<file path="config.mk">
export PLATFORM = sky130hd
export DESIGN_NAME = uart_tx_arbiter
export DESIGN_NICKNAME = d
export VERILOG_FILES = /design/src/rtl/uart_tx_arbiter.sv
export SDC_FILE = /design/constraint.sdc
export NUM_CORES = 1
export LEC_CHECK = 0
export BUFFER_PORTS_ARGS = -buffer_cell sky130_fd_sc_hd__buf_2
export CAP_MARGIN = 30
export CORE_MARGIN = 3
export CORE_UTILIZATION = 34
export CTS_BUF_LIST = sky130_fd_sc_hd__clkbuf_4 sky130_fd_sc_hd__clkbuf_8 sky130_fd_sc_hd__clkbuf_16
export CTS_CLUSTER_DIAMETER = 100
export DETAILED_ROUTE_END_ITERATION = 6
export HOLD_SLACK_MARGIN = 0.06
export SLEW_MARGIN = 20
export SYNTH_ARGS = -nofsm -noshare
export SYNTH_HDL_FRONTEND = slang
export SYNTH_SLANG_ARGS = --single-unit
</file>
<file path="constraint.sdc">
create_clock -name clk -period 3.4 [get_ports clk]
set_input_delay 0.68 -clock clk [delete_from_list [all_inputs] [get_ports clk]]
set_output_delay 0.68 -clock clk [all_outputs]
set_load 0.01 [all_outputs]
</file>
<file path="src/rtl/uart_tx_arbiter.sv">
// uart_tx_arbiter: shares one uart transmitter among NREQ byte
// sources, round-robin with message lock, paced on uart_busy.
module uart_tx_arbiter #(
  parameter int NREQ      = 4,
  parameter int BUSY_WAIT = 8
) (
  input  logic              clk,
  input  logic              rst,
  input  logic [NREQ-1:0]   req,
  input  logic [NREQ-1:0]   lock,
  input  logic [NREQ*8-1:0] din,
  output logic [NREQ-1:0]   ack,
  input  logic              uart_busy,
  output logic              uart_wr,
  output logic [7:0]        uart_dat,
  output logic [1:0]        owner,
  output logic              active,
  output logic              err_to
);

  localparam int CW = $clog2(BUSY_WAIT + 1);

  typedef enum logic [1:0] {
    IDLE,
    ISSUE,
    WAIT_HI,
    WAIT_LO
  } state_t;

  state_t        state;
  state_t        state_nx;
  logic [1:0]    rr_ptr;
  logic [1:0]    g;
  logic [2:0]    scan_j;
  logic          scan_hit;
  logic          lock_hit;
  logic [CW-1:0] cnt;
  logic          start;
  logic          hi_to;

  // grant choice: lock holder keeps it, else first req from rr_ptr
  always_comb begin
    g        = rr_ptr;
    scan_j   = '0;
    scan_hit = 1'b0;
    lock_hit = lock[owner] & req[owner];
    for (int k = 0; k < NREQ; k++) begin
      scan_j = {1'b0, rr_ptr} + 3'(k);
      if (scan_j >= 3'(NREQ))
        scan_j = scan_j - 3'(NREQ);
      if (!scan_hit && req[scan_j[1:0]]) begin
        g        = scan_j[1:0];
        scan_hit = 1'b1;
      end
    end
    if (lock_hit)
      g = owner;
  end

  assign start = (state == IDLE) && (|req) && !uart_busy;

  // give up on busy when the count is about to reach its limit
  assign hi_to = (state == WAIT_HI) && !uart_busy &&
                 ((cnt + CW'(1)) >= CW'(BUSY_WAIT - 1));

  // state register
  always_ff @(posedge clk or posedge rst) begin
    if (rst)
      state <= IDLE;
    else
      state <= state_nx;
  end

  // next state plus strobe/ack decode
  always_comb begin
    state_nx = state;
    uart_wr  = 1'b0;
    ack      = '0;
    active   = (state != IDLE);
    unique case (state)
      IDLE: begin
        if (start)
          state_nx = ISSUE;
      end
      ISSUE: begin
        uart_wr    = 1'b1;
        ack[owner] = 1'b1;
        state_nx   = WAIT_HI;
      end
      WAIT_HI: begin
        if (uart_busy)
          state_nx = WAIT_LO;
        else if (hi_to)
          state_nx = IDLE;
      end
      WAIT_LO: begin
        if (!uart_busy)
          state_nx = IDLE;
      end
      default: state_nx = IDLE;
    endcase
  end

  // latch grant, byte and pointer on issue; busy wait counter
  always_ff @(posedge clk or posedge rst) begin
    if (rst) begin
      rr_ptr   <= '0;
      owner    <= '0;
      uart_dat <= '0;
      cnt      <= '0;
      err_to   <= 1'b0;
    end else begin
      if (start) begin
        owner    <= g;
        uart_dat <= din[{g, 3'b000} +: 8];
        rr_ptr   <= (g == 2'(NREQ - 1)) ? 2'd0 : g + 2'd1;
      end
      if (state == ISSUE)
        cnt <= '0;
      else if (state == WAIT_HI)
        cnt <= cnt + CW'(1);
      if (hi_to)
        err_to <= 1'b1;
    end
  end

endmodule

</file>
### Word-level counts from Yosys, hierarchy flattened

Index checks and enable logic that the tools add are counted.

| storage, ports and cells | value |
|---|---|
| register bits after elaboration | 19 |
| bits of input ports | 43 |
| word-level logic and storage cells | 88 |

| cells by class | value |
|---|---|
| add/sub/neg operators | 9 |
| order comparisons | 11 |
| equal/unequal tests | 7 |
| shifts and indexed selects | 1 |
| mux-type cells | 36 |
| bitwise gates (word level) | 1 |
| reduce and logical (&&, ||, !) cells | 17 |

Operators with widths:

| kind | count |
|---|---|
| indexed part select 32 x 6 -> 8 bit | 1 |
| 2-to-1 mux 2 bit | 14 |
| < comparator 2 x 3 -> 1 bit (second input constant) | 5 |
| binary-select mux 1 bit (select 2 bit) | 6 |
| 2-to-1 mux 4 bit | 3 |
| 2-to-1 mux 1 bit | 11 |
| greater-or-equal comparator 3 bit (second input constant) | 3 |
| logical AND 1 bit | 8 |
| case mux 2 bit (4 select lines) | 1 |
| subtractor 2 x 1 -> 2 bit (second input constant) | 4 |
| adder 2 x 2 -> 3 bit (second input constant) | 2 |
| == test 2 bit (second input constant) | 3 |
| adder 4 x 1 -> 4 bit (second input constant) | 1 |
| greater-or-equal comparator 4 x 3 -> 1 bit (second input constant) | 1 |
| logical NOT 1 bit | 4 |
| inequality test 2 bit (second input constant) | 2 |
| nonzero test 2 bit | 2 |
| OR reduction 4 bit | 1 |
| adder 2 x 1 -> 3 bit (second input constant) | 1 |
| greater-or-equal comparator 2 x 3 -> 1 bit (second input constant) | 1 |
| inequality test 3 bit (second input constant) | 1 |
| AND reduction 3 bit | 1 |
| adder 2 x 1 -> 2 bit (second input constant) | 1 |
| demux 1 bit (select 2 bit) | 1 |
| 4 further kinds | 4 |

### Logic depth before layout (Yosys ltp)

| logic depth | value |
|---|---|
| depth after elaboration | 17 |
| gate-level depth with buffers | 9 |
| gate-level depth less buffers | 8 |

### Worst setup path before layout

No wires, ideal clock.

| path | value |
|---|---|
| path type | input -> register |
| start point | input req[3] |
| end point | register uart_dat[7] |
| setup time | 0.136 ns |
| arrival time | 1.866 ns |
| setup slack | 1.398 ns |
| cell stages on the path | 8 |
| buffers on the path | 2 |
| cells stage by stage | buf_6 -> nor2b_4 -> o21ai_1 -> a32oi_2 -> nor2_4 -> buf_12 -> mux2i_1 -> o221ai_2 |

| on the way | value |
|---|---|
| word-level cells in the longest chain between the ends | 14 |
| elaborated cells between the ends (all ways) | 29 |

RTL lines:

| element | line | RTL |
|---|---|---|
| start, declared | 9 | `input logic [NREQ-1:0] req,` |
| binary-select mux 1 bit (select 2 bit) | 51 | `if (!scan_hit && req[scan_j[1:0]]) begin` |
| 2-to-1 mux 1 bit (not written as such) | 51 |  |
| 2-to-1 mux 1 bit | 51 |  |
| logical NOT 1 bit | 51 |  |
| logical AND 1 bit | 51 |  |
| 2-to-1 mux 1 bit | 51 |  |
| logical NOT 1 bit | 51 |  |
| logical AND 1 bit | 51 |  |
| 2-to-1 mux 1 bit | 51 |  |
| logical NOT 1 bit | 51 |  |
| logical AND 1 bit | 51 |  |
| 2-to-1 mux 2 bit | 51 |  |
| 2-to-1 mux 2 bit | 56 | `if (lock_hit)` |
| indexed part select 32 x 6 -> 8 bit | 115 | `uart_dat <= din[{g, 3'b000} +: 8];` |
| end signal, assigned | 115 |  |
| end, declared | 15 | `output logic [7:0] uart_dat,` |

Parallel ways exist; a longest one is shown, timed or not. The select of a mux whose other input is x is not followed.
A chain may end at the register's enable or synchronous reset.

### Worst setup path in the final report

| path | value |
|---|---|
| start point | register state[0] |
| end point | register state[0] |

| on the way | value |
|---|---|
| word-level cells in the longest chain between the ends | 5 |
| elaborated cells between the ends (all ways) | 13 |

RTL lines:

| element | line | RTL |
|---|---|---|
| start, declared | 30 | `state_t state;` |
| start signal, assigned | 71 | `state <= state_nx;` |
| == test 2 bit or logical NOT 2 bit (tied branches) | 63, 80, 60 |  |
| logical AND 1 bit (on tied branches) (2 in series) | 63, 60 |  |
| inequality test 3 bit (no source line) or inequality test 2 bit (tied branches) | -- |  |
| AND reduction 3 bit (no source line) | -- |  |

Parallel ways exist; a longest one is shown, timed or not.

==> flow_metrics.tcl <==
set metrics [dict create \
    status "completed" \
    core_um2 3800 \
    cp_common_cell "inv_1" \
    maxCapViolCount 0 \
    finalSetupTns_ns 0 \
    dieArea_um2 4870 \
    drive_gt1_share_pct 36.5 \
    instances_no_fill 248 \
    path_buf_inv 2 \
    power_frac_seq_pct 32.9 \
    tightest_slew_ns 0.747 \
    cts_max_level 1 \
    row_count 22 \
    num_antenna_cells 0 \
    die_h_um 69.8 \
    synth_edf_count 0 \
    cts_setup_buffers 0 \
    hold_viol 0 \
    leakage_uw 0.000880 \
    cts_resized 0 \
    yosys.area_share.simple_pct 16.4 \
    synth_top_area_share_pct 34.4 \
    ir_worst_vdd_uv 397 \
    fin_skew_ns 0.00499 \
    clockRootBuffer "clkbuf_8" \
    dp_cells 244 \
    synth_area_leader_cell "dfrtp_1" \
    grt_pass1_wl_mm 5.57 \
    setup_viol 0 \
    slowest_delay_ns 0.59 \
    fmaxAchievable_ghz 0.445 \
    port_buffers 59 \
    clock_power_share_pct 11.9 \
    p_sw_uw 608 \
    clk_pin_slew_ns 0.07 \
    seq_area_frac_synth_pct 34.4 \
    cts_hold_buf 0 \
    muxShareOfSynthArea_pct 12.4 \
    synthFlopType "dfrtp_1" \
    nets 251 \
    start_util_pct 36.4 \
    ios 60 \
    place_congestion 0.724 \
    antenna_found_initial 0 \
    crit_family "compound AO/OA/AOI/OAI gates" \
    slew_headroom_pct 50.1 \
    syn_nets 195 \
    period_needed_ns 2.25 \
    dpl_cell_area_um2 1660 \
    yosysWarnings 0 \
    routed_wl_mm 3.24 \
    syn2layout_area_growth_pct 23.7 \
    dr.pass1.iters 4 \
    synth-adder-area-share_pct 6.33 \
    grt_pass1_vias 1250 \
    insertion_delay_ns 0.26 \
    yosysUniqueCellTypes 42 \
    clk_path_buf_depth 2 \
    detail-route-antenna-nets 0 \
    intPower_uw 775 \
    postSynthCellCount 145 \
    wl_per_cell_um 13.0 \
    end_kind "flop" \
    vias 1251 \
    rsz0062_at_grt "no" \
    drt-initial-drc-count 55 \
    synth_compound_area_share_pct 21.3 \
    postLayoutCellArea_um2 1710 \
    arrival_ns 2.38 \
    critPathRequiredTime_ns 3.54 \
    cts_sinks 19 \
    via_per_inst 5.04 \
    cts_buffers 3 \
    syn_avg_cell_area_um2 9.54 \
    drcViolationCount 0 \
    track_usage_pct 13.7 \
    worst-path-max-fanout 17 \
    synth_top_family_by_area "compound AO/OA/AOI/OAI gates" \
    synth-xor-area-share_pct 1.27 \
    hold_path.class "reg2reg" \
    power_density_nw_per_um2 809 \
    fill_cells 388 \
    path_cells "inv_1 > ha_1 > inv_1 > or3_1 > a22oi_1 > o21ai_1 > a211oi_1 > a21oi_1" \
    place_hpwl_mm 2.53 \
    slew_viol_final 0 \
    synth_area_leaders "dfrtp_1, mux2i_1, ha_1, nand2_1, o221ai_1" \
    critPathKind "reg2reg" \
    min_period_over_period_pct 66.1 \
    tritoncts "done" \
    netSwitchingFraction_pct 43.9 \
    netlist_area_um2 1380 \
    die_width_um 69.8 \
    grt_max_degree 20 \
    grt_overflow 0 \
    combPwrFrac_pct 55.3 \
    slowest_stage "or3_1" \
    ys_async_sr_fraction_pct 100 \
    synth-seq-cells 19 \
    start_kind "flop" \
]
worst register-to-register path, delay by kind of cell (launching register included):
family                   cells  cell delay [ns]
adder cells (fa/ha/maj)      1             0.19
AO/OA/AOI/OAI                4             0.71
flip-flops                   1             0.43
buffers and inverters        2             0.21
AND/OR/NAND/NOR              1             0.59
registers in the layout (all words and copies together) (netlist names):
signal,cells
err_to,1
uart_dat,8
rr_ptr,2
cnt,4
owner,2
state,2
path summary, 6_finish.rpt:
kind,end,slack (ns),startpoint,depth (start not counted)
min in group asynchronous,uart_dat[6],0.54,rst,2
setup / recovery,state[0],1.15,state[0],8
hold / removal,err_to,0.48,err_to,1
setup reg to reg,state[0],1.15,state[0],8
max in group asynchronous,cnt[0],2.39,rst,2
hold reg to reg,err_to,0.48,err_to,1
routing by layer:
layer / up-vias / wire length (µm) / GRT usage (%)
met2: 26 / 1590 / 23.7
met1: 583 / 1450 / 16.5
li1: 638 / - / -
met3: 4 / 157 / 3.91
met4: 0 / 34 / 3.83
met5: - / 0 / 0
cells by family (layout without fill, tap and decap cells):
group	after synthesis	count (layout)
multiplexers	17	17
adder cells (fa/ha/maj)	7	7
AO/OA/AOI/OAI	39	39
AND/OR/NAND/NOR	44	44
XOR/XNOR	2	2
buffers and inverters	17	72
flip-flops	19	19
power groups by stage:
stage                     clock, µW  sequential, µW  combinational (µW)
after CTS                       171             453                 776
final                           164             455                 764
after global placement            0             454                 768
after floorplan                   0             445                 607
after detailed placement          0             458                 771
after global routing            183             475                 869
metrics by stage:
| step | total power (µW) | setup slack, ns | util, % | hold slack, ns |
|---|---|---|---|---|
| floorplan | 1050 | 1.40 | - | 0.513 |
| global placement | 1220 | 1.07 | 43.7 | 0.459 |
| detailed placement | 1230 | 1.05 | 43.7 | 0.464 |
| CTS | 1400 | 1.17 | 45.0 | 0.483 |
| global route | 1530 | 0.972 | 45.0 | 0.528 |
| finish | 1380 | 1.15 | 45.0 | 0.479 |
area by class of cell:
cell class | count | area [µm²] | share of cell area [%]
multi-input combinational | 109 | 797 | 46.6
tap | 48 | 60.1 | 3.51
sequential | 19 | 475 | 27.8
clock buffer | 4 | 48.8 | 2.85
timing repair buffer | 59 | 295 | 17.3
inverter | 9 | 33.8 | 1.98
cell usage in the layout, fill, tap and decap left out, drive strengths merged:
cell	instances
buf	59
dfrtp	19
nand2	18
mux2i	16
inv	9
o221ai	8
o21ai	8
a21oi	7
ha	7
nand3	5
nor2	5
clkbuf	4
o22ai	3
nor2b	3
or3	2
nor3	2
o21a	2
nand2b	2
a22oi	2
nor3b	2
and3	2
o21bai	2
nor4	1
a221oi	1
or2	1
o31ai	1
a21boi	1
a32oi	1
xor2	1
nand4	1
a31o	1
a21o	1
a211oi	1
mux2	1
xnor2	1
synth_stat cells (2+ instances only):
library cell   n
nand3_1        5
nor2_1         4
clkbuf_1       3
inv_1          8
o21ai_1        5
dfrtp_1       19
nor2b_1        2
ha_1           7
o21ai_0        3
nand2b_1       2
buf_6          4
o22ai_1        3
mux2i_1       16
and3_1         2
nand2_1       18
o21a_1         2
a21oi_1        7
or3_1          2
nor3b_1        2
o221ai_1       7
a22oi_1        2
nor3_1         2
(Power assumes the default switching activity.)
